==> config.mk <==
export PLATFORM = sky130hd
export DESIGN_NAME = axis_lane_mux
export DESIGN_NICKNAME = d
export VERILOG_FILES = /design/src/rtl/axis_lane_mux.sv
export SDC_FILE = /design/constraint.sdc
export NUM_CORES = 1
export LEC_CHECK = 0
export ABC_AREA = 1
export CAP_MARGIN = 5
export CORE_UTILIZATION = 48
export DETAILED_ROUTE_END_ITERATION = 8
export GPL_ROUTABILITY_DRIVEN = 0
export GPL_TIMING_DRIVEN = 1
export PLACE_DENSITY = 0.81
export SETUP_SLACK_MARGIN = 0.15
export SKIP_CTS_REPAIR_TIMING = 1
export SLEW_MARGIN = 20
export SYNTH_ARGS = -nofsm -noshare
export SYNTH_HDL_FRONTEND = slang
export SYNTH_SLANG_ARGS = --single-unit
==> constraint.sdc <==
create_clock -name tx_clk -period 3.5 [get_ports tx_clk]
set_clock_uncertainty 0.1 [all_clocks]
set_input_delay 0.7 -clock tx_clk [delete_from_list [all_inputs] [get_ports tx_clk]]
set_output_delay 0.7 -clock tx_clk [all_outputs]
set_load 0.005 [all_outputs]
==> src/rtl/axis_lane_mux.sv <==
// axis_lane_mux
// -------------
// N-lane AXI-Stream packet multiplexer. Lanes are arbitrated only at packet
// boundaries (round-robin or fixed priority); the granted lane's frame is
// forwarded beat by beat into a two-entry output buffer (output register +
// one skid register) that drives the TX stream with full backpressure.
//
// Ports:
//   tx_clk, tx_rst_n     clock, asynchronous active-low reset
//   s_axis_t*            LANES packed input streams (lane i in slice i)
//   s_axis_tready        per-lane ready, only the granted lane can be high
//   m_axis_t*            registered output stream
//   grant_valid          a lane is locked (packet in progress)
//   grant_lane           currently or most recently granted lane
module axis_lane_mux #(
  parameter int LANES    = 2,
  parameter int DATA_W   = 32,
  parameter int KEEP_W   = DATA_W / 8,
  parameter int ARB_MODE = 0,
  localparam int LANE_W  = $clog2(LANES)
) (
  input  logic                       tx_clk,
  input  logic                       tx_rst_n,
  input  logic [LANES-1:0]           s_axis_tvalid,
  input  logic [LANES*DATA_W-1:0]    s_axis_tdata,
  input  logic [LANES*KEEP_W-1:0]    s_axis_tkeep,
  input  logic [LANES-1:0]           s_axis_tlast,
  output logic [LANES-1:0]           s_axis_tready,
  output logic                       m_axis_tvalid,
  output logic [DATA_W-1:0]          m_axis_tdata,
  output logic [KEEP_W-1:0]          m_axis_tkeep,
  output logic                       m_axis_tlast,
  input  logic                       m_axis_tready,
  output logic                       grant_valid,
  output logic [LANE_W-1:0]          grant_lane
);

  typedef enum logic {IDLE = 1'b0, LOCKED = 1'b1} state_t;

  state_t              state_reg, state_next;
  logic [LANE_W-1:0]   grant_lane_reg;
  logic [LANE_W-1:0]   rr_ptr_reg;

  logic                out_valid_reg;
  logic [DATA_W-1:0]   out_data_reg;
  logic [KEEP_W-1:0]   out_keep_reg;
  logic                out_last_reg;
  logic                skid_valid_reg;
  logic [DATA_W-1:0]   skid_data_reg;
  logic [KEEP_W-1:0]   skid_keep_reg;
  logic                skid_last_reg;

  // Reset asserts asynchronously but is released on a clock edge so that
  // every flop leaves reset in the same cycle.
  logic rst_meta_reg, rst_n_reg;

  always_ff @(posedge tx_clk or negedge tx_rst_n) begin
    if (!tx_rst_n) begin
      rst_meta_reg <= 1'b0;
      rst_n_reg    <= 1'b0;
    end else begin
      rst_meta_reg <= 1'b1;
      rst_n_reg    <= rst_meta_reg;
    end
  end

  // Per-lane slices of the packed input buses.
  logic [DATA_W-1:0] lane_data [LANES];
  logic [KEEP_W-1:0] lane_keep [LANES];

  for (genvar gi = 0; gi < LANES; gi++) begin : g_lane
    assign lane_data[gi] = s_axis_tdata[gi*DATA_W +: DATA_W];
    assign lane_keep[gi] = s_axis_tkeep[gi*KEEP_W +: KEEP_W];
  end

  logic              sel_valid, sel_last;
  logic [DATA_W-1:0] sel_data;
  logic [KEEP_W-1:0] sel_keep;

  assign sel_valid = s_axis_tvalid[grant_lane_reg];
  assign sel_last  = s_axis_tlast[grant_lane_reg];
  assign sel_data  = lane_data[grant_lane_reg];
  assign sel_keep  = lane_keep[grant_lane_reg];

  // Internal ready is simply "skid empty": with one free slot guaranteed we
  // can always take a beat this cycle regardless of downstream ready.
  logic int_ready, accept, consume;

  assign int_ready = ~skid_valid_reg;
  assign accept    = (state_reg == LOCKED) & sel_valid & int_ready;
  assign consume   = out_valid_reg & m_axis_tready;

  // Arbiter. The loop scans offsets from high to low so the last hit, which
  // wins, is the first requester at or after the start point.
  logic [LANE_W-1:0] arb_lane;
  logic              arb_hit;
  logic [LANE_W:0]   arb_sum;
  logic [LANE_W-1:0] arb_idx;

  always_comb begin
    arb_lane = '0;
    arb_hit  = 1'b0;
    arb_sum  = '0;
    arb_idx  = '0;
    for (int k = LANES - 1; k >= 0; k--) begin
      if (ARB_MODE == 0) begin
        arb_sum = {1'b0, rr_ptr_reg} + (LANE_W+1)'(k);
        if (arb_sum >= (LANE_W+1)'(LANES)) begin
          arb_sum = arb_sum - (LANE_W+1)'(LANES);
        end
        arb_idx = arb_sum[LANE_W-1:0];
      end else begin
        arb_idx = LANE_W'(k);
      end
      if (s_axis_tvalid[arb_idx]) begin
        arb_lane = arb_idx;
        arb_hit  = 1'b1;
      end
    end
  end

  logic [LANE_W-1:0] grant_succ;

  assign grant_succ = (grant_lane_reg == LANE_W'(LANES - 1)) ? '0
                                                             : grant_lane_reg + 1'b1;

  // State register.
  always_ff @(posedge tx_clk or negedge rst_n_reg) begin
    if (!rst_n_reg) begin
      state_reg <= IDLE;
    end else begin
      state_reg <= state_next;
    end
  end

  // Next-state logic.
  always_comb begin
    state_next = state_reg;
    case (state_reg)
      IDLE:    if (arb_hit) state_next = LOCKED;
      LOCKED:  if (accept && sel_last) state_next = IDLE;
      default: state_next = IDLE;
    endcase
  end

  // Output logic.
  always_comb begin
    s_axis_tready = '0;
    grant_valid   = 1'b0;
    if (state_reg == LOCKED) begin
      s_axis_tready[grant_lane_reg] = int_ready;
      grant_valid                   = 1'b1;
    end
  end

  // Grant and round-robin pointer.
  always_ff @(posedge tx_clk or negedge rst_n_reg) begin
    if (!rst_n_reg) begin
      grant_lane_reg <= '0;
      rr_ptr_reg     <= '0;
    end else begin
      if (state_reg == IDLE && arb_hit) begin
        grant_lane_reg <= arb_lane;
      end
      if (ARB_MODE == 0 && accept && sel_last) begin
        rr_ptr_reg <= grant_succ;
      end
    end
  end

  // Output register plus skid register. An accepted beat only lands in the
  // skid when the output is occupied and not draining; accept implies the
  // skid was empty, so the skid never needs to shift and load together.
  always_ff @(posedge tx_clk or negedge rst_n_reg) begin
    if (!rst_n_reg) begin
      out_valid_reg  <= 1'b0;
      out_data_reg   <= '0;
      out_keep_reg   <= '0;
      out_last_reg   <= 1'b0;
      skid_valid_reg <= 1'b0;
      skid_data_reg  <= '0;
      skid_keep_reg  <= '0;
      skid_last_reg  <= 1'b0;
    end else if (accept) begin
      if (!out_valid_reg || consume) begin
        out_valid_reg <= 1'b1;
        out_data_reg  <= sel_data;
        out_keep_reg  <= sel_keep;
        out_last_reg  <= sel_last;
      end else begin
        skid_valid_reg <= 1'b1;
        skid_data_reg  <= sel_data;
        skid_keep_reg  <= sel_keep;
        skid_last_reg  <= sel_last;
      end
    end else if (consume) begin
      if (skid_valid_reg) begin
        out_data_reg   <= skid_data_reg;
        out_keep_reg   <= skid_keep_reg;
        out_last_reg   <= skid_last_reg;
        skid_valid_reg <= 1'b0;
      end else begin
        out_valid_reg <= 1'b0;
      end
    end
  end

  assign m_axis_tvalid = out_valid_reg;
  assign m_axis_tdata  = out_data_reg;
  assign m_axis_tkeep  = out_keep_reg;
  assign m_axis_tlast  = out_last_reg;
  assign grant_lane    = grant_lane_reg;

endmodule

==> Flow_metrics.wiki <==
{| class="wikitable"
! Metric !! Value
|-
| Status || completed
|-
| Half-perimeter wire length after detailed placement || about 7000 um
|-
| Mean Syn Cell Area || 6.960 um^2
|-
| Setup TNS Final || 0 ns
|-
| Setup repair after global routing missed its margin || no
|-
| Number of failing setup endpoints in the final timing report || 0
|-
| Min Hold Slack || 0.2776 ns
|-
| Type of the worst min-delay path || reg2reg
|-
| Post-synth cell types || 21
|-
| Die span in y || ~95 um
|-
| Max Clock Freq || 0.4010 GHz
|-
| Number of hold violations in the final report || 0
|-
| Flops & latches, synth || 81
|-
| Cells on Worst Hold Path || 0
|-
| R2r endpoint || skid_data_reg[7]
|-
| Register-to-register setup slack || 1.16 ns
|-
| Arrival @ worst endpoint || 2.60 ns
|-
| NetSw || approximately 1800 uW
|-
| Critical path required time || 3.61 ns
|-
| Number of diodes || 0
|-
| Port-buffer cells || 120
|-
| Portion of total power attributed to the clock network || 0.179
|-
| Share of layout cells above drive strength 1 || 0.04274
|-
| Fin. max-slew vios || 0
|-
| Portion of total power attributed to combinational logic || 0.480
|-
| Routed wire length || 10260 um
|-
| Clock Latency Late Sink || 0.34 ns
|-
| Worst-case hold path end point || rst_n_reg
|-
| Highest ir drop seen on vdd || 391.2 uV
|-
| Number of max-capacitance violations reported || 0
|-
| Root buf cell || sky130_fd_sc_hd__clkbuf_8
|-
| Pre-Repair DR Iteration Count || 4
|-
| Count of synthesis-stage warnings from yosys || 0
|-
| Global-route wire length before repair || 17350 um
|-
| Worst Reg2Reg Path Length in Cells || 8
|-
| R2R Path Start || grant_lane
|-
| TritonCTS Buffers || 9
|-
| Final Util || 0.6780
|-
| Start point of the worst min-delay path || rst_meta_reg
|-
| Critical path start-end classification || in2reg
|-
| TritonCTS clock tree || built
|-
| Leak Pwr || about 0.003 uW
|-
| Share of synthesized area occupied by flip-flops and latches || 0.4920
|-
| Fraction of post-synthesis cell area in the top cell type by area || 0.4920
|-
| Biggest area contributors in the synthesized netlist || sky130_fd_sc_hd__dfrtp_1 (49%), sky130_fd_sc_hd__nand2_1 (31%), sky130_fd_sc_hd__nand3_1 (4.7%)
|-
| Level count of the clock H-tree || 3
|-
| Count of routing violations after the opening detailed-route iteration || 237
|-
| Number of DRC violations after detailed routing || 0
|-
| Share of power burned in registers || 0.340
|-
| CP Capture Type || flop
|-
| IO Pins || 121
|-
| Internal Dissipation || 2724 uW
|-
| Sw Ratio || 0.4045
|-
| Pin count of the biggest net entering global routing || 80
|-
| Die Wd || about 95 um
|-
| Floorplan row count || 33
|-
| Via/cell ratio || 4.986
|-
| Number of global-route vias before repair || about 3900
|-
| Number of instances in the synthesized netlist || around 600
|-
| Least-Margin Pin Slew || 0.9775 ns
|-
| Post-layout min period || between 2 and 2.5 ns
|-
| Total number of vias || about 4000
|-
| WL/cell || 12.71 um
|-
| Worst-path maximum fanout || 54
|-
| Die ar. || 8959 um^2
|-
| Number of inserted filler cells in the final layout || 699
|-
| Remaining antenna violation count after routing || 0
|-
| GR Util All Layers || 0.2466
|-
| Max_slew headroom || 0.3484
|-
| Combined area of all synthesized cells || between 4000 and 5000 um^2
|-
| Placed cells || 791
|-
| Total overflow reported by the global router || 0
|-
| Portion of the clock cycle consumed by the worst path in the final layout || 0.7125
|-
| Net Count, Synth || roughly 670
|-
| Final #Nets || 776
|-
| Number of clock sinks seen by CTS || a little over 80
|-
| Power density relative to cell area || 816.8 nW/um^2
|-
| Post-synthesis cell type with the largest combined area || sky130_fd_sc_hd__dfrtp_1
|-
| Total core area || 8258 um^2
|-
| Number of antenna violations at the first check in global routing || 0
|-
| Max Buffers Root-to-Sink || 2
|-
| Startpoint type of the worst setup path || primary input
|-
| Layout Cells excl Fill || between 800 and 900
|-
| Starting Density || 0.4989
|-
| Area growth syn-to-layout || 35.89%
|-
| Clock transition at path regs || 0.08 ns
|}
-- kinds of logic (layout without fill, tap and decap cells) --
family,Yosys count,in the layout,share of synthesized area
other cells,1,1,0.0009101
flops,81,81,0.4920
simple gates,391,391,0.3708
compound gates,42,42,0.05497
buf+inv,77,187,0.08138
-- power groups by stage --
| stage | clock network, uW | registers, uW | logic (uW) |
|---|---|---|---|
| floorplan | 0 | 1540 | 1390 |
| global placement | 0 | 1550 | 2110 |
| detailed placement | 0 | 1570 | 2190 |
| CTS | 829 | 1550 | 2210 |
| global route | 875 | 1600 | 2500 |
| finish | 821 | 1560 | 2200 |
-- layout make-up --
type / count / area [um^2] / share of cell area
Clock inverter: 5 / 102.6 / 0.01832
Clock buffer: 11 / 141.4 / 0.02525
Sequential cell: 81 / 2031 / 0.3627
Tap cell: 105 / 131.4 / 0.02346
Timing Repair Buffer: 128 / 1261 / 0.2253
Multi-Input combinational cell: 434 / 1770 / 0.3162
Inverter: 43 / 161.4 / 0.02883
-- critical path: stages --
cell,delay (ns)
sky130_fd_sc_hd__clkdlybuf4s50_1,0.46
sky130_fd_sc_hd__inv_1,0.06
sky130_fd_sc_hd__nand2_1,0.11
sky130_fd_sc_hd__buf_4,0.28
sky130_fd_sc_hd__nand3_2,0.35
sky130_fd_sc_hd__buf_4,0.40
sky130_fd_sc_hd__nand2_1,0.12
sky130_fd_sc_hd__o21ai_0,0.10
-- through the flow --
stage / power, uW / cell area [um^2] / setup slack (ns)
finish: 4573 / 5599 / 1.006
global route: 4974 / 5599 / 0.8418
CTS: 4597 / 5599 / 1.004
detailed placement: 3754 / 5355 / 0.6824
global placement: 3661 / 5355 / 0.7946
floorplan: 2929 / 4120 / 0.9770
-- per-layer routing --
metal  vias to the layer above  share of wire  global-route usage
li1                       2007              -                   -
met1                      1842           0.40              0.3068
met2                       155           0.51              0.4382
met3                        20          0.066             0.02899
met4                         0          0.024             0.09091
met5                         -              0                   0
-- how the worst max path moves through the flow --
stage | start | endpoint | slack (ns)
5_1_grt | s_axis_tvalid[0] | skid_data_reg[24] | 0.84
4_1_cts | grant_lane | grant_lane | 1.00
2_1_floorplan | rst_n_reg | grant_lane | 0.98
3_5_place_dp | s_axis_tvalid[0] | skid_data_reg[10] | 0.68
3_3_place_gp | s_axis_tvalid[0] | skid_data_reg[19] | 0.79
6_report | s_axis_tvalid[0] | skid_data_reg[7] | 1.01
-- Yosys cell counts --
cell type / instances
sky130_fd_sc_hd__a21o_1: 1
sky130_fd_sc_hd__a21oi_1: 1
sky130_fd_sc_hd__a21oi_4: 1
sky130_fd_sc_hd__buf_1: 1
sky130_fd_sc_hd__buf_2: 20
sky130_fd_sc_hd__buf_4: 3
sky130_fd_sc_hd__buf_6: 1
sky130_fd_sc_hd__clkbuf_1: 7
sky130_fd_sc_hd__clkbuf_2: 2
sky130_fd_sc_hd__conb_1: 1
sky130_fd_sc_hd__dfrtp_1: 81
sky130_fd_sc_hd__inv_1: 42
sky130_fd_sc_hd__inv_2: 1
sky130_fd_sc_hd__nand2_1: 343
sky130_fd_sc_hd__nand2_2: 1
sky130_fd_sc_hd__nand3_1: 39
sky130_fd_sc_hd__nand3_2: 1
sky130_fd_sc_hd__nand4_1: 1
sky130_fd_sc_hd__nor2_1: 6
sky130_fd_sc_hd__o211ai_1: 1
sky130_fd_sc_hd__o21ai_0: 38
-- placed cells by master, fill, tap and decap left out, types with 2 or more instances in the layout --
cell,n
sky130_fd_sc_hd__bufinv_16,3
sky130_fd_sc_hd__dfrtp_1,80
sky130_fd_sc_hd__buf_4,8
sky130_fd_sc_hd__clkbuf_8,10
sky130_fd_sc_hd__nand3_1,38
sky130_fd_sc_hd__o21ai_0,38
sky130_fd_sc_hd__nand3_2,2
sky130_fd_sc_hd__inv_1,42
sky130_fd_sc_hd__clkdlybuf4s50_1,120
sky130_fd_sc_hd__nor2_1,5
sky130_fd_sc_hd__nand2_1,343
(Power assumes the default switching activity.)
